--- src/rtl/sram_burst_ctrl.sv ---
// Burst read/write controller for a single-port 128x2048 SRAM macro.
// Issues one access per cycle and tracks the macro's fixed read/write latency with a 2-stage pipe.
module sram_burst_ctrl #(
    parameter int unsigned ADDR_W = 11,
    parameter int unsigned DATA_W = 128,
    parameter int unsigned LEN_W  = 11
) (
    input  logic              CLK,
    input  logic              reset,
    input  logic              cmd_valid,
    output logic              cmd_ready,
    input  logic              cmd_write,
    input  logic [ADDR_W-1:0] cmd_addr,
    input  logic [LEN_W-1:0]  cmd_len,
    input  logic              wr_valid,
    output logic              wr_ready,
    input  logic [DATA_W-1:0] wr_data,
    output logic              rd_valid,
    output logic [DATA_W-1:0] rd_data,
    output logic              done,
    output logic              sram_CEN,
    output logic              sram_WEN,
    output logic [ADDR_W-1:0] sram_A,
    output logic [DATA_W-1:0] sram_D,
    input  logic [DATA_W-1:0] sram_Q
);

    typedef enum logic [1:0] {StIdle, StRd, StWr, StDrain} state_e;

    state_e            state_q, state_d;
    logic [ADDR_W-1:0] addr_q, addr_d;
    logic [LEN_W-1:0]  cnt_q, cnt_d;
    logic [1:0]        drain_q, drain_d;

    logic              issue;
    logic              issue_wr;

    logic              s1_valid_q, s1_write_q;
    logic [DATA_W-1:0] s1_data_q;
    logic              s2_valid_q, s2_write_q;
    logic [DATA_W-1:0] s2_data_q;

    // State register
    always_ff @(posedge CLK or posedge reset) begin
        if (reset) begin
            state_q <= StIdle;
            addr_q  <= '0;
            cnt_q   <= '0;
            drain_q <= '0;
        end else begin
            state_q <= state_d;
            addr_q  <= addr_d;
            cnt_q   <= cnt_d;
            drain_q <= drain_d;
        end
    end

    // Next-state logic
    always_comb begin
        state_d = state_q;
        addr_d  = addr_q;
        cnt_d   = cnt_q;
        drain_d = drain_q;
        unique case (state_q)
            StIdle: begin
                if (cmd_valid) begin
                    addr_d  = cmd_addr;
                    cnt_d   = cmd_len;
                    state_d = cmd_write ? StWr : StRd;
                end
            end
            StRd: begin
                addr_d = addr_q + ADDR_W'(1);
                if (cnt_q == '0) begin
                    state_d = StDrain;
                    drain_d = 2'd1;
                end else begin
                    cnt_d = cnt_q - LEN_W'(1);
                end
            end
            StWr: begin
                if (wr_valid) begin
                    addr_d = addr_q + ADDR_W'(1);
                    if (cnt_q == '0) begin
                        state_d = StDrain;
                        drain_d = 2'd2;
                    end else begin
                        cnt_d = cnt_q - LEN_W'(1);
                    end
                end
            end
            StDrain: begin
                if (drain_q == 2'd1) begin
                    state_d = StIdle;
                end else begin
                    drain_d = drain_q - 2'd1;
                end
            end
            default: state_d = StIdle;
        endcase
    end

    // Outputs decoded from state; cmd_ready is held low for as long as reset is asserted
    always_comb begin
        cmd_ready = (state_q == StIdle) & ~reset;
        wr_ready  = (state_q == StWr);
        issue_wr  = (state_q == StWr);
        issue     = (state_q == StRd) | ((state_q == StWr) & wr_valid);
        done      = (state_q == StDrain) & (drain_q == 2'd1);
        sram_CEN  = ~issue;
        sram_A    = issue ? addr_q : '0;
    end

    // Free-running access pipeline, shifted every cycle like the macro's own CEN pipeline
    always_ff @(posedge CLK or posedge reset) begin
        if (reset) begin
            s1_valid_q <= 1'b0;
            s1_write_q <= 1'b0;
            s1_data_q  <= '0;
            s2_valid_q <= 1'b0;
            s2_write_q <= 1'b0;
            s2_data_q  <= '0;
        end else begin
            s1_valid_q <= issue;
            s1_write_q <= issue & issue_wr;
            s1_data_q  <= (issue & issue_wr) ? wr_data : '0;
            s2_valid_q <= s1_valid_q;
            s2_write_q <= s1_write_q;
            s2_data_q  <= s1_data_q;
        end
    end

    always_comb begin
        sram_WEN = s2_valid_q & s2_write_q;
        sram_D   = s2_valid_q ? s2_data_q : '0;
        rd_valid = s1_valid_q & ~s1_write_q;
        rd_data  = sram_Q;
    end

endmodule

--- config.mk ---
export PLATFORM = sky130hd
export DESIGN_NAME = sram_burst_ctrl
export DESIGN_NICKNAME = d
export VERILOG_FILES = /design/src/rtl/sram_burst_ctrl.sv
export SDC_FILE = /design/constraint.sdc
export NUM_CORES = 1
export LEC_CHECK = 0
export CAP_MARGIN = 40
export CORE_AREA = 2 2 213 215
export CTS_CLUSTER_DIAMETER = 200
export DETAILED_ROUTE_END_ITERATION = 7
export DIE_AREA = 0 0 215 217
export PLACE_DENSITY = 0.53
export SYNTH_ARGS = -nofsm -noshare
export SYNTH_HDL_FRONTEND = slang
export SYNTH_SLANG_ARGS = --single-unit
--- constraint.sdc ---
create_clock -name CLK -period 12 [get_ports CLK]
set_input_delay 2.4 -clock CLK [delete_from_list [all_inputs] [get_ports CLK]]
set_output_delay 2.4 -clock CLK [all_outputs]
set_load 0.03 [all_outputs]
* After elaboration in Yosys (flattened, before gate mapping)
Cells that the tools add are included.
** Operators by class
- Equal/unequal tests :: 10
- $add $sub $neg :: 3
- Mux-type cells :: 21
- Bitwise operators :: 10
- Reductions and logical operators :: 7
** Operators by type and width (count)
- 2-to-1 mux 128 bit :: 2
- 2-to-1 mux 11 bit :: 6
- case mux 11 bit (3 select lines) :: 2
- 2-to-1 mux 2 bit :: 9
- adder 11 x 1 -> 11 bit, second input constant :: 1
- zero test 11 bit :: 1
- subtractor 11 x 1 -> 11 bit, second input constant :: 1
- inequality test 2 bit, second input constant :: 5
- case mux 2 bit (4 select lines) :: 1
- AND 1 bit :: 6
- case mux 2 bit (3 select lines) :: 1
- AND reduction 3 bit :: 2
- nonzero test 3 bit :: 2
- AND reduction 5 bit :: 1
- equality test 2 x 1 -> 1 bit, second input constant :: 2
- equality test 2 bit, second input constant :: 2
- inverter 1 bit :: 3
- zero test 2 bit :: 1
- inequality test 2 x 1 -> 1 bit, second input constant :: 1
- subtractor 2 x 1 -> 2 bit, second input constant :: 1
- bitwise OR 1 bit :: 1
** Word-level totals
- Output and inout port bits :: 273
- Word-level logic and storage cells :: 61
- Register bits after elaboration :: 286
- Input port bits :: 283

* Longest topological paths before layout
- Word-level depth :: 5
- Depth in mapped cells :: 8
- Mapped depth without buffers :: 7

* Least setup slack after synthesis
OpenSTA, ideal clock, no wires.
- Path type :: input port to output port
- Start point :: in wr_valid
- End point :: out sram_A[2]
- Data arrival time :: 3.416 ns
- Buffers on the path :: 1
- Stages on the path :: 3
- Setup slack :: 6.184 ns
- Data required time :: 9.600 ns
- Cell sequence :: a21oi_1 > clkbuf_1 > nor2b_1
** Between the ends
- Word-level cells in the longest chain between the ends :: 3
** Ends and longest elaborated chain
- from (decl) :: line 15 : input logic wr_valid,
- AND 1 bit :: line 108 : issue = (state_q == StRd) | ((state_q == StWr) & wr_valid);
- bitwise OR 1 bit :: line 108
- 2-to-1 mux 11 bit :: line 111 : sram_A = issue ? addr_q : '0;
- to (decl) :: line 23 : output logic [ADDR_W-1:0] sram_A,
No other way between the ends.

* Final worst setup path
- Start point :: in wr_valid
- End point :: out sram_CEN
** Between the ends
- Word-level cells in the longest chain between the ends :: 3
** Ends and longest elaborated chain
- AND 1 bit :: line 108
- bitwise OR 1 bit :: line 108
- inverter 1 bit :: line 110 : sram_CEN = ~issue;
- to (decl) :: line 21 : output logic sram_CEN,
No other way between the ends.

==> summary.txt <==
# resized after CTS -> 0
EDFF count, synth -> 0
Port Buffers -> 299
Lkg Pwr -> 6.781 nW
Period Utilization, post-route -> 54.88%
Synth Instances -> 888
Fill count -> 4,555
Drt pass-1 iters -> 4
Initial antenna violation count -> 2
CTS root buf -> clkbuf_16
Rows -> 78
Clock tree buffer depth -> 3
Cts hold-fix bufs -> 0
Status -> finished clean
GR Overflow Total -> 0
Detailed-route DRC error count -> 0
Vias/cell -> 4.034
# IOs -> 556
Worst Tran Pin Value -> 1021 ps
Rel. slew slack -> 31.94%
Total CTS buffers -> 34
VDD IR max -> 0.1761 mV
Layout cells sized above 1 -> 6.685%
Area of the mapped netlist -> 0.01099 sq mm
CP startpoint kind -> input port
Post-DP HPWL -> 21,540 microns
RSZ-0062 raised after global routing -> false
Max Fclk -> 151.8 MHz
Post-synth top area cell -> dfrtp_1
Pwr/cell area -> 225.1 mW/mm^2
Ys Warns -> 0
Synth-to-layout area growth -> 36.08%
H-tree Lvls -> 2
Final Core Density -> 33.46%
CP Class -> in -> out
GRT Total Usage -> 12.93%
Post-CTS Setup Bufs -> 0
Core Area -> 0.04470 sq mm
Sequential Area -> 0.007161 sq mm
Critical Path End Type -> output port
Initial Util -> 24.59%
Largest net degree at the start of global routing -> 154
Final net count -> 1,358
Antenna Nets Post-Route -> 0
Switching Share -> 33.05%
Post-synth top area share -> 65.12%
Routability cong. -> 0.7949
Drt first-iter violations -> 382
Async SR Flop Fraction -> 100.0%
Max-slew violations -> 0
Syn avg cell area -> 12.38 sq um
Top cells by area, synth -> dfrtp_1, and2_1, buf_4
Syn Nets -> 1,179
Worst min-delay path category -> reg -> reg
CP Data Required Time -> 9600 ps
Logic gate share of total power -> 29.1%
Number of global-route vias before repair -> 7,038
Post-synthesis sequential area ratio -> 65.12%
Max-Cap Viols -> 0
DR WL/cell -> 18.06 microns
Die area -> 0.04666 sq mm
Setup TNS -> 0 ps
Clk pwr share -> 31.6%
Clock Latency Late Sink -> 530 ps
Crit path max fanout -> 9
Clock sink count -> 286
Final Routed Wirelength -> 30,590 microns
Final clock skew -> 14.97 ps
Register bit total from synthesis -> 286
Area of the multi-input gates -> 0.002703 sq mm
Final hold violation count -> 0
Post-synthesis cell type count -> 43
Clock-pin slew on the worst setup and hold paths -> 60 ps
Top FF cell, synth -> dfrtp_1
Worst Path Arrival -> 4190 ps
Switching power -> 1.113 mW
Die Ht -> 217 microns
First-pass GRT wire length -> 45,220 microns
Most frequent cell after synthesis -> dfrtp_1
Register share of total power -> 39.3%
P_int -> 2.254 mW
# setup viols final -> 0
Synth top cells by count -> dfrtp_1, and2_1, buf_4
Horiz. Die Dim -> 215 microns
Clock period minus worst slack -> 6586 ps
TritonCTS clock tree -> yes
Via count -> 6,834
## kinds of logic (layout without fill, tap and decap cells)
group,count (synthesis),count (layout),synth area share (%)
adders and majority gates,8,8,0.9108
DFF,286,286,65.12
AOI/OAI and AO/OA,80,80,4.349
buffers and inverters,175,379,10.36
muxes,4,4,0.3643
and+or+nand+nor,335,335,18.90
other,0,2,0
## registers in the layout, indices dropped and copies added, names as in the netlist
| name | flops |
|---|---|
| s1_valid_q | 1 |
| s1_write_q | 1 |
| s2_valid_q | 1 |
| s2_write_q | 1 |
| state_q | 2 |
| s2_data_q | 128 |
| drain_q | 2 |
| addr_q | 11 |
| cnt_q | 11 |
| s1_data_q | 128 |
## per-stage QoR
stage | std cells | setup WS [ps] | hold slack [ps] | power, mW | cell area (sq um)
2_1_floorplan | 888 | 1708 | 331.2 | 2.012 | 10990
3_3_place_gp | 1629 | 5450 | 331.1 | 2.301 | 13710
3_5_place_dp | 1631 | 5433 | 334.7 | 2.338 | 13770
4_1_cts | 1692 | 5423 | 340.5 | 3.436 | 14950
5_1_grt | 1692 | 5300 | 348.9 | 3.584 | 14950
6_report | 1694 | 5414 | 335.9 | 3.367 | 14960
## power groups by stage
stage / logic [mW] / clock network, mW / registers (mW)
after CTS: 0.998 / 1.11 / 1.33
after detailed placement: 0.993 / 0 / 1.34
after global placement: 0.965 / 0 / 1.34
after floorplan: 0.732 / 0 / 1.28
final: 0.978 / 1.06 / 1.32
after global routing: 1.08 / 1.15 / 1.35
## critical path, cell delays in order
cell             delay (ps)
clkdlybuf4s50_1         470
a21oi_1                 350
buf_4                   260
clkdlybuf4s50_1         690
## path summary, 6_finish.rpt
check / depth (start not counted) / end / startpoint / slack [ps]
hold / removal: 0 / s2_data_q[82] / s1_data_q[82] / 340
hold reg to reg: 0 / s2_data_q[82] / s1_data_q[82] / 340
min in group asynchronous: 2 / s1_data_q[125] / reset / 2230
setup reg to reg: 7 / cnt_q[3] / state_q[0] / 9360
setup / recovery: 4 / sram_CEN / wr_valid / 5410
max in group asynchronous: 3 / s2_data_q[57] / reset / 8610
## final cells by class
type	count	area share, %
clock buffers	54	7.195
clock inverters	7	0.7111
repair buffers	307	20.76
flip-flops and latches	286	47.88
diodes	2	0.03346
inverters	11	0.3263
well taps	600	5.020
multi-input cells	427	18.07
## routing by layer
metal / routed length (microns) / global-route usage, %
met3: 3632 / 7.463
met5: 143 / 1.875
met2: 13290 / 18.47
met1: 12860 / 16.20
met4: 663 / 4.184
## layout by cell type, fill, tap and decap left out, drive strengths merged, types with 2 or more instances in the layout
cell type      count
a22oi              5
bufinv             2
and2             259
diode              2
o21ai             24
o22ai              6
mux2i              4
inv               12
nand3              8
and3               3
nor4               4
buf                8
nor2              14
a21oi             27
dfrtp            286
nor3               6
or4                2
nor2b             17
o22a               3
clkdlybuf4s50    299
nand2             17
a31oi              4
a32oi              2
clkbuf            54
ha                 8
clkinv             3
Note: power is estimated with default switching activity, not from simulation.
